## src/rtl/fifo_frame_drain.sv

```systemverilog
// fifo_frame_drain
//
// Drains a single-clock byte FIFO and wraps the bytes into framed packets
// on a valid/ready byte stream: SOF byte, length byte, payload bytes and,
// when FRAME_DRAIN_CKSUM_EN is defined, a trailing XOR checksum byte.
// A frame starts once BURST_LEN bytes are buffered, or when a partial
// burst has been waiting for TIMEOUT cycles.
//
// Optional feature macro: FRAME_DRAIN_CKSUM_EN
//   defined   -> checksum byte (XOR of length and payload) ends each frame
//                and carries out_eop.
//   undefined -> no checksum logic; out_eop rides on the last payload byte.
//
// Ports:
//   clk           system clock, all logic on posedge
//   rst           synchronous active-high reset
//   buf_out       FIFO read data, valid the cycle after rd_en is sampled
//   buf_empty     FIFO empty flag
//   fifo_counter  FIFO occupancy
//   rd_en         FIFO read strobe, single-cycle pulses
//   out_data      framed byte stream
//   out_valid     out_data valid
//   out_ready     downstream accept
//   out_sop       high with the SOF byte
//   out_eop       high with the last byte of a frame
//   busy          high whenever the framer is not idle
//   frames_sent   count of completed frames, wraps at 16 bits

module fifo_frame_drain #(
    parameter int DATA_W                 = 8,
    parameter int CNT_W                  = 8,
    parameter int BURST_LEN              = 16,
    parameter int TIMEOUT                = 255,
    parameter logic [DATA_W-1:0] SOF     = 8'hA5
) (
    input  logic              clk,
    input  logic              rst,
    input  logic [DATA_W-1:0] buf_out,
    input  logic              buf_empty,
    input  logic [CNT_W-1:0]  fifo_counter,
    output logic              rd_en,
    output logic [DATA_W-1:0] out_data,
    output logic              out_valid,
    input  logic              out_ready,
    output logic              out_sop,
    output logic              out_eop,
    output logic              busy,
    output logic [15:0]       frames_sent
);

    localparam int TMR_W = (TIMEOUT > 1) ? $clog2(TIMEOUT + 1) : 1;
    localparam logic [TMR_W-1:0]  TIMEOUT_T = TMR_W'(TIMEOUT);
    localparam logic [CNT_W-1:0]  BURST_CNT = CNT_W'(BURST_LEN);
    localparam logic [DATA_W-1:0] BURST_D   = DATA_W'(BURST_LEN);

    typedef enum logic [2:0] {
        S_IDLE,
        S_HDR,
        S_LEN,
        S_RD,
        S_CAP,
        S_PAY
`ifdef FRAME_DRAIN_CKSUM_EN
        , S_CKS
`endif
    } state_t;

    state_t             state, state_n;
    logic [TMR_W-1:0]   timer, timer_n;
    logic [DATA_W-1:0]  len_q, len_n;
    logic [DATA_W-1:0]  remain, remain_n;
    logic [DATA_W-1:0]  data_n;
    logic               valid_n, sop_n, eop_n;
    logic [15:0]        frames_n;
    logic               start;
    logic               accept;
`ifdef FRAME_DRAIN_CKSUM_EN
    logic [DATA_W-1:0]  checksum, cks_n;
`endif

    assign accept = out_valid & out_ready;
    assign busy   = (state != S_IDLE);

    always_ff @(posedge clk) begin
        if (rst) begin
            state       <= S_IDLE;
            timer       <= '0;
            len_q       <= '0;
            remain      <= '0;
            out_data    <= '0;
            out_valid   <= 1'b0;
            out_sop     <= 1'b0;
            out_eop     <= 1'b0;
            frames_sent <= '0;
`ifdef FRAME_DRAIN_CKSUM_EN
            checksum    <= '0;
`endif
        end else begin
            state       <= state_n;
            timer       <= timer_n;
            len_q       <= len_n;
            remain      <= remain_n;
            out_data    <= data_n;
            out_valid   <= valid_n;
            out_sop     <= sop_n;
            out_eop     <= eop_n;
            frames_sent <= frames_n;
`ifdef FRAME_DRAIN_CKSUM_EN
            checksum    <= cks_n;
`endif
        end
    end

    // Output register next-values default to "hold", which keeps the stream
    // stable while a byte waits for out_ready.
    always_comb begin
        state_n  = state;
        timer_n  = timer;
        len_n    = len_q;
        remain_n = remain;
        data_n   = out_data;
        valid_n  = out_valid;
        sop_n    = out_sop;
        eop_n    = out_eop;
        frames_n = frames_sent;
        rd_en    = 1'b0;
        start    = 1'b0;
`ifdef FRAME_DRAIN_CKSUM_EN
        cks_n    = checksum;
`endif

        if (accept && out_eop) begin
            frames_n = frames_sent + 16'd1;
        end

        case (state)
            S_IDLE: begin
                if (buf_empty) begin
                    timer_n = '0;
                end else if (timer != TIMEOUT_T) begin
                    timer_n = timer + TMR_W'(1);
                end
                // A full burst wins over the timeout; the timeout path
                // snapshots whatever is buffered as the frame length.
                if (fifo_counter >= BURST_CNT) begin
                    len_n = BURST_D;
                    start = 1'b1;
                end else if ((timer == TIMEOUT_T) && !buf_empty) begin
                    len_n = DATA_W'(fifo_counter);
                    start = 1'b1;
                end
                if (start) begin
                    timer_n  = '0;
                    remain_n = len_n;
                    state_n  = S_HDR;
                    data_n   = SOF;
                    valid_n  = 1'b1;
                    sop_n    = 1'b1;
                    eop_n    = 1'b0;
                end
            end
            S_HDR: begin
                if (accept) begin
                    state_n = S_LEN;
                    data_n  = len_q;
                    sop_n   = 1'b0;
                end
            end
            S_LEN: begin
                if (accept) begin
                    state_n = S_RD;
                    valid_n = 1'b0;
`ifdef FRAME_DRAIN_CKSUM_EN
                    cks_n   = len_q;
`endif
                end
            end
            S_RD: begin
                // Gated by rst so no byte is popped on the reset edge.
                if (!buf_empty && !rst) begin
                    rd_en   = 1'b1;
                    state_n = S_CAP;
                end
            end
            S_CAP: begin
                data_n  = buf_out;
                valid_n = 1'b1;
                state_n = S_PAY;
`ifdef FRAME_DRAIN_CKSUM_EN
                cks_n   = checksum ^ buf_out;
                eop_n   = 1'b0;
`else
                eop_n   = (remain == DATA_W'(1));
`endif
            end
            S_PAY: begin
                if (accept) begin
                    remain_n = remain - DATA_W'(1);
                    if (remain != DATA_W'(1)) begin
                        state_n = S_RD;
                        valid_n = 1'b0;
                        eop_n   = 1'b0;
                    end else begin
`ifdef FRAME_DRAIN_CKSUM_EN
                        // checksum already folds in the byte being accepted.
                        state_n = S_CKS;
                        data_n  = checksum;
                        eop_n   = 1'b1;
`else
                        state_n = S_IDLE;
                        valid_n = 1'b0;
                        eop_n   = 1'b0;
`endif
                    end
                end
            end
`ifdef FRAME_DRAIN_CKSUM_EN
            S_CKS: begin
                if (accept) begin
                    state_n = S_IDLE;
                    valid_n = 1'b0;
                    eop_n   = 1'b0;
                end
            end
`endif
            default: begin
                state_n = S_IDLE;
            end
        endcase
    end

endmodule

```

## config.mk

```make
export PLATFORM = sky130hd
export DESIGN_NAME = fifo_frame_drain
export DESIGN_NICKNAME = d
export VERILOG_FILES = /design/src/rtl/fifo_frame_drain.sv
export SDC_FILE = /design/constraint.sdc
export NUM_CORES = 1
export LEC_CHECK = 0
export BUFFER_PORTS_ARGS = -buffer_cell sky130_fd_sc_hd__buf_2
export CAP_MARGIN = 20
export CORE_MARGIN = 2
export CORE_UTILIZATION = 40
export DETAILED_ROUTE_END_ITERATION = 10
export SKIP_LAST_GASP = 1
export SLEW_MARGIN = 5
export SYNTH_ARGS = -nofsm -noshare
export SYNTH_HDL_FRONTEND = slang
export SYNTH_SLANG_ARGS = --single-unit
```

## constraint.sdc

```tcl
create_clock -name clk -period 4.9 [get_ports clk]
set_input_delay 0.735 -clock clk [delete_from_list [all_inputs] [get_ports clk]]
set_output_delay 0.735 -clock clk [all_outputs]
set_load 0.02 [all_outputs]
```

==> flow_summary.rst, run 1 <==
.. list-table::
   :header-rows: 1

   * - Metric
     - Value
   * - Instance count on the critical path
     - 3
   * - Max-slew violation count
     - 0
   * - Number of global-route vias before repair
     - 2167
   * - Highest ir drop seen on vdd
     - 0.116 mV
   * - Stage delay of the slowest cell on the critical path
     - 0.71 ns
   * - Number of antenna violations at the first check in global routing
     - 0
   * - Reg2Reg Setup Slack
     - 2.42 ns
   * - TritonCTS clock tree
     - built
   * - Final Total Pwr
     - 1.04 mW
   * - Kind of cell with the highest combined delay on the critical path
     - flip-flops
   * - Global routing usage on met3
     - 3.81%
   * - Placeable core region
     - 0.00672 mm2
   * - Post-Synthesis Mean Instance Area
     - 8.47 um2
   * - Fill cell total of the finished layout
     - 678
   * - Final Hold Slack
     - 0.470 ns
   * - Die H
     - 86.8 um
   * - CTS Sinks
     - 54
   * - Biggest area contributors in the synthesized netlist
     - sky130_fd_sc_hd__dfxtp_1 (39%), sky130_fd_sc_hd__nor2_1 (4.9%), sky130_fd_sc_hd__a21oi_1 (4.6%)
   * - Count of unique library cells instantiated by Yosys
     - 64
   * - Global-route track usage on met2
     - 29.0%
   * - Horizontal die dimension
     - 86.8 um
   * - Commonest non-fill, non-tap cell in the layout
     - sky130_fd_sc_hd__dfxtp_1
   * - Largest fanout on the critical path
     - 19
   * - Max Freq
     - 381 MHz
   * - Pwr dens
     - 332 mW/mm2
   * - Async set-or-reset flop fraction in the synthesized netlist
     - 0%
   * - Unrepaired setup endpoints after global routing
     - no
   * - Min setup slack post-route
     - 2.28 ns
   * - Arrival time of the worst setup path
     - 1.89 ns
   * - Syn Nets
     - 348
   * - Cells traversed along the worst timing path
     - nor2b_1, and3_1, buf_2
   * - Cell Rows
     - 30
   * - Maximum buffer depth of the clock tree
     - 2
   * - CP endpoint kind
     - primary output
   * - Static leakage
     - 1.22 nW
   * - Global routing usage summed across all routing layers
     - 18.3%
   * - Clock slew at the register clock pins of the worst setup and hold paths
     - 0.09 ns
   * - Number of enable flip-flop cells after synthesis
     - 0
   * - Die outline area
     - 0.00754 mm2
   * - Cts-stage hold buffer count
     - 0
   * - Share of the yosys chip area belonging to registers
     - 39.4%
   * - Number of inserted diodes
     - 0
   * - Clock latency on the worst-skew pair
     - 0.32 ns
   * - Worst-Margin Slew
     - 0.806 ns
   * - Total DRC errors in the routed layout
     - 0
   * - # resized after CTS
     - 0
   * - Wire length of the first global-routing pass
     - 10.8 mm
   * - Final RePlAce weighted congestion
     - 0.831
   * - Root buffer cell
     - sky130_fd_sc_hd__clkbuf_8
   * - Inserted Clock Buffers
     - 5
   * - Post-layout utilization of the core
     - 46.3%
   * - WS Path Type
     - flip-flop to primary output
   * - Depth of the worst register-to-register path
     - 5
   * - Iter 0 DRT Violations
     - 110
   * - Count of endpoints failing setup in the final report
     - 0
   * - Proportion of layout cells with a drive suffix above 1
     - 18.6%
   * - Post-synthesis register bit count
     - 54
   * - Busiest metal layer after global routing
     - met2
   * - Clock period minus worst slack
     - 2.62 ns
   * - Detailed placement HPWL
     - 4.84 mm
   * - Number of violations of the max-capacitance limit
     - 0
   * - Post-CTS Repair Setup Buffers
     - 0
   * - Worst Hold Class
     - flip-flop to flip-flop
   * - Cell with the largest stage delay on the worst path
     - sky130_fd_sc_hd__dfxtp_1
   * - CP Launch Type
     - flip-flop
   * - Startpoint of the worst-slack reg-to-reg timing path
     - state[0]$_SDFFE_PP0P_
   * - Crit Reg-Reg Endpoint
     - remain[0]$_SDFFE_PP0P_
   * - Mapped cell area
     - 0.00275 mm2
   * - Growth of design area from synthesis to finish
     - 13.4%
   * - Dominant cell type by area after synthesis
     - sky130_fd_sc_hd__dfxtp_1
   * - Starting Density
     - 40.9%
   * - Number of nets in the finished design
     - 388
   * - Crit. Startpoint
     - state[0]$_SDFFE_PP0P_
   * - Largest net degree at the start of global routing
     - 48
   * - Number of vias per cell after detailed routing
     - 5.56
   * - First-pass DRT Iterations
     - 4
   * - Total gr overflow
     - 0
   * - Warning count from the yosys run
     - 0
   * - Final-layout setup total negative slack
     - 0 ns
   * - Cell count after synthesis
     - 324
   * - Post-route clock period utilization
     - 53.5%
   * - Required arrival time at the worst endpoint
     - 4.16 ns
   * - Worst Path Buf+Inv
     - 1
   * - Drt wl/cell
     - 15.2 um
   * - Via count of the routed design
     - 2476
   * - Max-Slew Margin vs Limit
     - 45.7%
   * - Global-route met1 utilization
     - 25.0%
   * - Highest-count cells in the layout ignoring fill and taps
     - sky130_fd_sc_hd__dfxtp_1 (54), sky130_fd_sc_hd__buf_2 (48), sky130_fd_sc_hd__nor2_1 (36), sky130_fd_sc_hd__nand2_1 (28), sky130_fd_sc_hd__a21oi_1 (25)
   * - Fraction of post-synthesis cell area in the top cell type by area
     - 39.4%
   * - Most used DFF post-synth
     - sky130_fd_sc_hd__dfxtp_1
   * - Layout Skew
     - 0.0121 ns
   * - Termination of the worst setup path
     - rd_en
   * - Antenna viol nets, final
     - 0
   * - Ports placed on the boundary
     - 49
   * - Result of the run
     - complete, no violations
   * - Count of input and output buffers
     - 48
   * - Post-detailed-routing wire length
     - 6.76 mm
   * - CTS H-Tree Depth
     - 2
   * - Final hold violation count
     - 0
   * - Placement Setup Slack
     - 2.37 ns
metal layers:
| layer | share of wire, % | vias up | wire (um) |
|---|---|---|---|
| li1 | - | 1269 | - |
| met1 | 48 | 1142 | 3270 |
| met2 | 45 | 61 | 3070 |
| met3 | 5.2 | 4 | 352 |
| met4 | 0.99 | 0 | 67 |
| met5 | 0 | - | 0 |
metrics by stage:
stage	cell area [um2]	instances
after floorplan	2750	324
after global placement	3000	437
after detailed placement	3000	437
after CTS	3110	445
after global routing	3110	445
final	3110	445
worst register-to-register path, delay by kind of cell (launching register included):
| family | cells | cell delay, ns |
|---|---|---|
| simple gates | 2 | 0.80 |
| flops | 1 | 0.71 |
| compound gates | 3 | 0.91 |
worst min-delay path by stage:
stage / start / endpoint / depth (start not counted)
4_1_cts: out_sop$_SDFFE_PP0P_ / out_sop$_SDFFE_PP0P_ / 2
6_report: out_sop$_SDFFE_PP0P_ / out_sop$_SDFFE_PP0P_ / 2
2_1_floorplan: timer[7]$_SDFFE_PP0P_ / timer[7]$_SDFFE_PP0P_ / 1
3_5_place_dp: out_sop$_SDFFE_PP0P_ / out_sop$_SDFFE_PP0P_ / 2
5_1_grt: out_sop$_SDFFE_PP0P_ / out_sop$_SDFFE_PP0P_ / 2
3_3_place_gp: timer[7]$_SDFFE_PP0P_ / timer[7]$_SDFFE_PP0P_ / 1
layout make-up:
type | count | area [um2] | share of cell area [%]
clock inverters | 2 | 37.5 | 1.21
well taps | 80 | 100 | 3.22
repair buffers | 49 | 248 | 7.96
multi-input cells | 245 | 1540 | 49.5
inverters | 9 | 33.8 | 1.09
clock buffers | 6 | 72.6 | 2.33
flip-flops and latches | 54 | 1080 | 34.7
cells by family after synthesis:
| logic type | count (synthesis) | share of synthesized area [%] |
|---|---|---|
| flip-flops | 54 | 39.4 |
| adder cells (fa/ha/maj) | 4 | 1.82 |
| AND/OR/NAND/NOR | 136 | 26.0 |
| multiplexers | 9 | 3.33 |
| AO/OA/AOI/OAI | 82 | 20.5 |
| buffers and inverters | 25 | 4.51 |
| XOR/XNOR | 14 | 4.47 |
cells in the mapped netlist, types with 2 or more instances:
cell                       count
sky130_fd_sc_hd__dfxtp_1      54
sky130_fd_sc_hd__nor2_1       36
sky130_fd_sc_hd__nand2_1      28
sky130_fd_sc_hd__a21oi_1      25
sky130_fd_sc_hd__nand3_1      15
sky130_fd_sc_hd__o21ai_0      11
sky130_fd_sc_hd__nor3_1        9
sky130_fd_sc_hd__or3_1         9
sky130_fd_sc_hd__inv_1         8
sky130_fd_sc_hd__mux2i_1       8
sky130_fd_sc_hd__xnor2_1       8
sky130_fd_sc_hd__clkbuf_1      7
sky130_fd_sc_hd__a31oi_1       6
sky130_fd_sc_hd__and3_1        6
sky130_fd_sc_hd__nand4_1       6
sky130_fd_sc_hd__nor2b_1       6
sky130_fd_sc_hd__xor2_1        6
sky130_fd_sc_hd__a211oi_1      5
sky130_fd_sc_hd__buf_2         5
sky130_fd_sc_hd__a22oi_1       4
sky130_fd_sc_hd__ha_1          4
sky130_fd_sc_hd__o211ai_1      4
sky130_fd_sc_hd__a311oi_1      3
sky130_fd_sc_hd__o32ai_1       3
sky130_fd_sc_hd__a211o_1       2
sky130_fd_sc_hd__a32oi_1       2
sky130_fd_sc_hd__and3b_1       2
sky130_fd_sc_hd__and4_1        2
sky130_fd_sc_hd__buf_1         2
sky130_fd_sc_hd__nand2b_1      2
sky130_fd_sc_hd__nand3b_1      2
sky130_fd_sc_hd__o22ai_1       2
where the power goes:
group / internal [mW] / leakage [nW] / switching (mW)
registers: 0.464 / 0.438 / 0.0336
logic: 0.0849 / 0.729 / 0.148
clock network: 0.153 / 0.0514 / 0.152
total: 0.701 / 1.22 / 0.334
state kept, by name, indices dropped and copies added (netlist names):
signal,flops
frames_sent,16
remain,8
out_sop,1
len_q,8
state,3
out_data,8
timer,8
out_eop,1
out_valid,1
(Power assumes the default switching activity.)
==> run 2: changes to the inputs <==
- clock period: 4.9 -> 2.5 ns (I/O delays scaled with it)
==> run 2 against run 1 <==
Against the previous run: register-to-register slack worse by 2.1 ns; via count is 0.65% higher; cell area is 1.0% higher; cell count is 1.6% higher; worst hold slack worse by 0.13 ns; combinational power is 110% higher; sequential power is 93% higher; clock power is 63% higher; first-iteration DRC count is 12% higher; critical endpoint is now remain[0]$_SDFFE_PP0P_.
==> flow_summary.rst, run 2 (synthesis gave the netlist of run 1 again) <==
.. list-table::
   :header-rows: 1

   * - Metric
     - Value
   * - Highest-count cells in the layout ignoring fill and taps
     - sky130_fd_sc_hd__dfxtp_1 (54), sky130_fd_sc_hd__buf_2 (48), sky130_fd_sc_hd__nor2_1 (36), sky130_fd_sc_hd__nand2_1 (28), sky130_fd_sc_hd__a21oi_1 (25)
   * - Max-Slew Margin vs Limit
     - 59.9%
   * - Number of violations of the max-capacitance limit
     - 0
   * - Startpoint of the worst-slack reg-to-reg timing path
     - state[2]$_SDFFE_PP0P_
   * - Global routing usage summed across all routing layers
     - 18.6%
   * - Layout Skew
     - 0.00933 ns
   * - Growth of design area from synthesis to finish
     - 14.6%
   * - Result of the run
     - complete, no violations
   * - Proportion of layout cells with a drive suffix above 1
     - 20.4%
   * - Placeable core region
     - 0.00672 mm2
   * - CP endpoint kind
     - flip-flop
   * - Cell Rows
     - 30
   * - Final hold violation count
     - 0
   * - Number of vias per cell after detailed routing
     - 5.51
   * - Starting Density
     - 40.9%
   * - Arrival time of the worst setup path
     - 2.39 ns
   * - CTS H-Tree Depth
     - 2
   * - Max Freq
     - 464 MHz
   * - Post-layout utilization of the core
     - 46.8%
   * - End point of the most critical hold path
     - len_q[2]$_SDFFE_PP0N_
   * - Clock latency on the worst-skew pair
     - 0.31 ns
   * - Count of input and output buffers
     - 48
   * - Horizontal die dimension
     - 86.8 um
   * - Largest net degree at the start of global routing
     - 47
   * - Number of antenna violations at the first check in global routing
     - 0
   * - Hold Crit Start
     - fifo_counter[2]
   * - Stage delay of the slowest cell on the critical path
     - 0.61 ns
   * - Wire length of the first global-routing pass
     - 11.2 mm
   * - Post-CTS Repair Setup Buffers
     - 0
   * - Depth of the worst register-to-register path
     - 5
   * - Number of nets in the finished design
     - 395
   * - Maximum buffer depth of the clock tree
     - 2
   * - TritonCTS clock tree
     - built
   * - Die H
     - 86.8 um
   * - Largest fanout on the critical path
     - 16
   * - Detailed placement HPWL
     - 4.85 mm
   * - Total DRC errors in the routed layout
     - 0
   * - Root buffer cell
     - sky130_fd_sc_hd__clkbuf_8
   * - Top register by number of flip-flops
     - frames_sent
   * - Fill cell total of the finished layout
     - 681
   * - Max-slew violation count
     - 0
   * - Unrepaired setup endpoints after global routing
     - no
   * - Instance count along the most critical hold path
     - 3
   * - Crit Reg-Reg Endpoint
     - remain[0]$_SDFFE_PP0P_
   * - Via count of the routed design
     - 2492
   * - Drt wl/cell
     - 14.9 um
   * - Cts-stage hold buffer count
     - 0
   * - Cell with the largest stage delay on the worst path
     - sky130_fd_sc_hd__dfxtp_1
   * - # resized after CTS
     - 0
   * - First-pass DRT Iterations
     - 4
   * - Inserted Clock Buffers
     - 5
   * - Number of global-route vias before repair
     - 2224
   * - CTS Sinks
     - 54
   * - WS Path Type
     - flip-flop to flip-flop
   * - Die outline area
     - 0.00754 mm2
   * - Number of inserted diodes
     - 0
   * - Max FFs per register
     - 16
   * - Count of endpoints failing setup in the final report
     - 0
   * - Worst Path Buf+Inv
     - 0
   * - Commonest non-fill, non-tap cell in the layout
     - sky130_fd_sc_hd__dfxtp_1
   * - Worst Hold Class
     - input port to flip-flop
   * - Iter 0 DRT Violations
     - 123
   * - Post-detailed-routing wire length
     - 6.75 mm
   * - Worst-Margin Slew
     - 0.601 ns
   * - Highest ir drop seen on vdd
     - 0.272 mV
   * - Kind of cell with the highest combined delay on the critical path
     - compound AO/OA/AOI/OAI gates
   * - Reg2Reg Setup Slack
     - 0.34 ns
   * - Pwr dens
     - 622 mW/mm2
   * - Cells traversed along the worst timing path
     - nor2b_1, a211oi_1, o31ai_4, or4_1, a31oi_1
   * - Post-route clock period utilization
     - 86.2%
   * - Clock slew at the register clock pins of the worst setup and hold paths
     - 0.10 ns
   * - Final RePlAce weighted congestion
     - 0.843
   * - Antenna viol nets, final
     - 0
   * - CP Launch Type
     - flip-flop
   * - Final-layout setup total negative slack
     - 0 ns
   * - Static leakage
     - 1.25 nW
   * - Clock period minus worst slack
     - 2.16 ns
   * - Total gr overflow
     - 0
   * - Required arrival time at the worst endpoint
     - 2.74 ns
   * - Ports placed on the boundary
     - 49
[run 2: power breakdown]
part | internal, mW | leakage, nW | switching [mW]
clock | 0.198 | 0.0441 | 0.298
combinational | 0.196 | 0.763 | 0.304
sequential | 0.909 | 0.438 | 0.0510
[run 2: worst max-delay path by stage]
| stage | to | start | slack (ns) | depth (start not counted) |
|---|---|---|---|---|
| after global placement | remain[7]$_SDFFE_PP0P_ | fifo_counter[6] | 0.38 | 5 |
| final | remain[0]$_SDFFE_PP0P_ | state[2]$_SDFFE_PP0P_ | 0.34 | 5 |
| after floorplan | remain[0]$_SDFFE_PP0P_ | timer[0]$_SDFFE_PP0P_ | 0.60 | 7 |
| after detailed placement | remain[7]$_SDFFE_PP0P_ | fifo_counter[6] | 0.33 | 5 |
| after CTS | remain[0]$_SDFFE_PP0P_ | state[0]$_SDFFE_PP0P_ | 0.35 | 5 |
| after global routing | remain[0]$_SDFFE_PP0P_ | state[0]$_SDFFE_PP0P_ | 0.14 | 5 |
[run 2: area by class of cell]
class,count,area [um2],share of cell area (%)
clock inverters,3,21.3,0.676
flip-flops and latches,54,1080,34.4
clock buffers,5,68.8,2.19
well taps,80,100,3.18
multi-input cells,245,1540,49.0
repair buffers,56,300,9.55
inverters,9,33.8,1.07
[run 2: routing by layer]
layer / wire length (um) / share of wire (%) / vias up / global-route usage, %
met5: 0 / 0 / - / 0
met4: 66 / 0.98 / 0 / 4.26
met1: 3360 / 50 / 1143 / 27.3
met2: 3000 / 45 / 62 / 28.4
li1: - / - / 1280 / -
met3: 320 / 4.7 / 7 / 3.43
[run 2: worst reg2reg max path, delay by kind of cell, from the launching register on]
kind	cells	cell delay (ns)
AOI/OAI and AO/OA	3	0.85
DFF	1	0.61
and+or+nand+nor	2	0.63
[run 2: stage by stage]
step	power [mW]	setup slack, ns	hold slack [ns]	std cells	instance area (um2)
floorplan	1.33	0.598	0.434	324	2750
global placement	1.48	0.379	0.452	444	3060
detailed placement	1.48	0.326	0.457	444	3060
CTS	1.98	0.347	0.334	452	3150
global route	2.07	0.145	0.338	452	3150
finish	1.96	0.345	0.337	452	3150
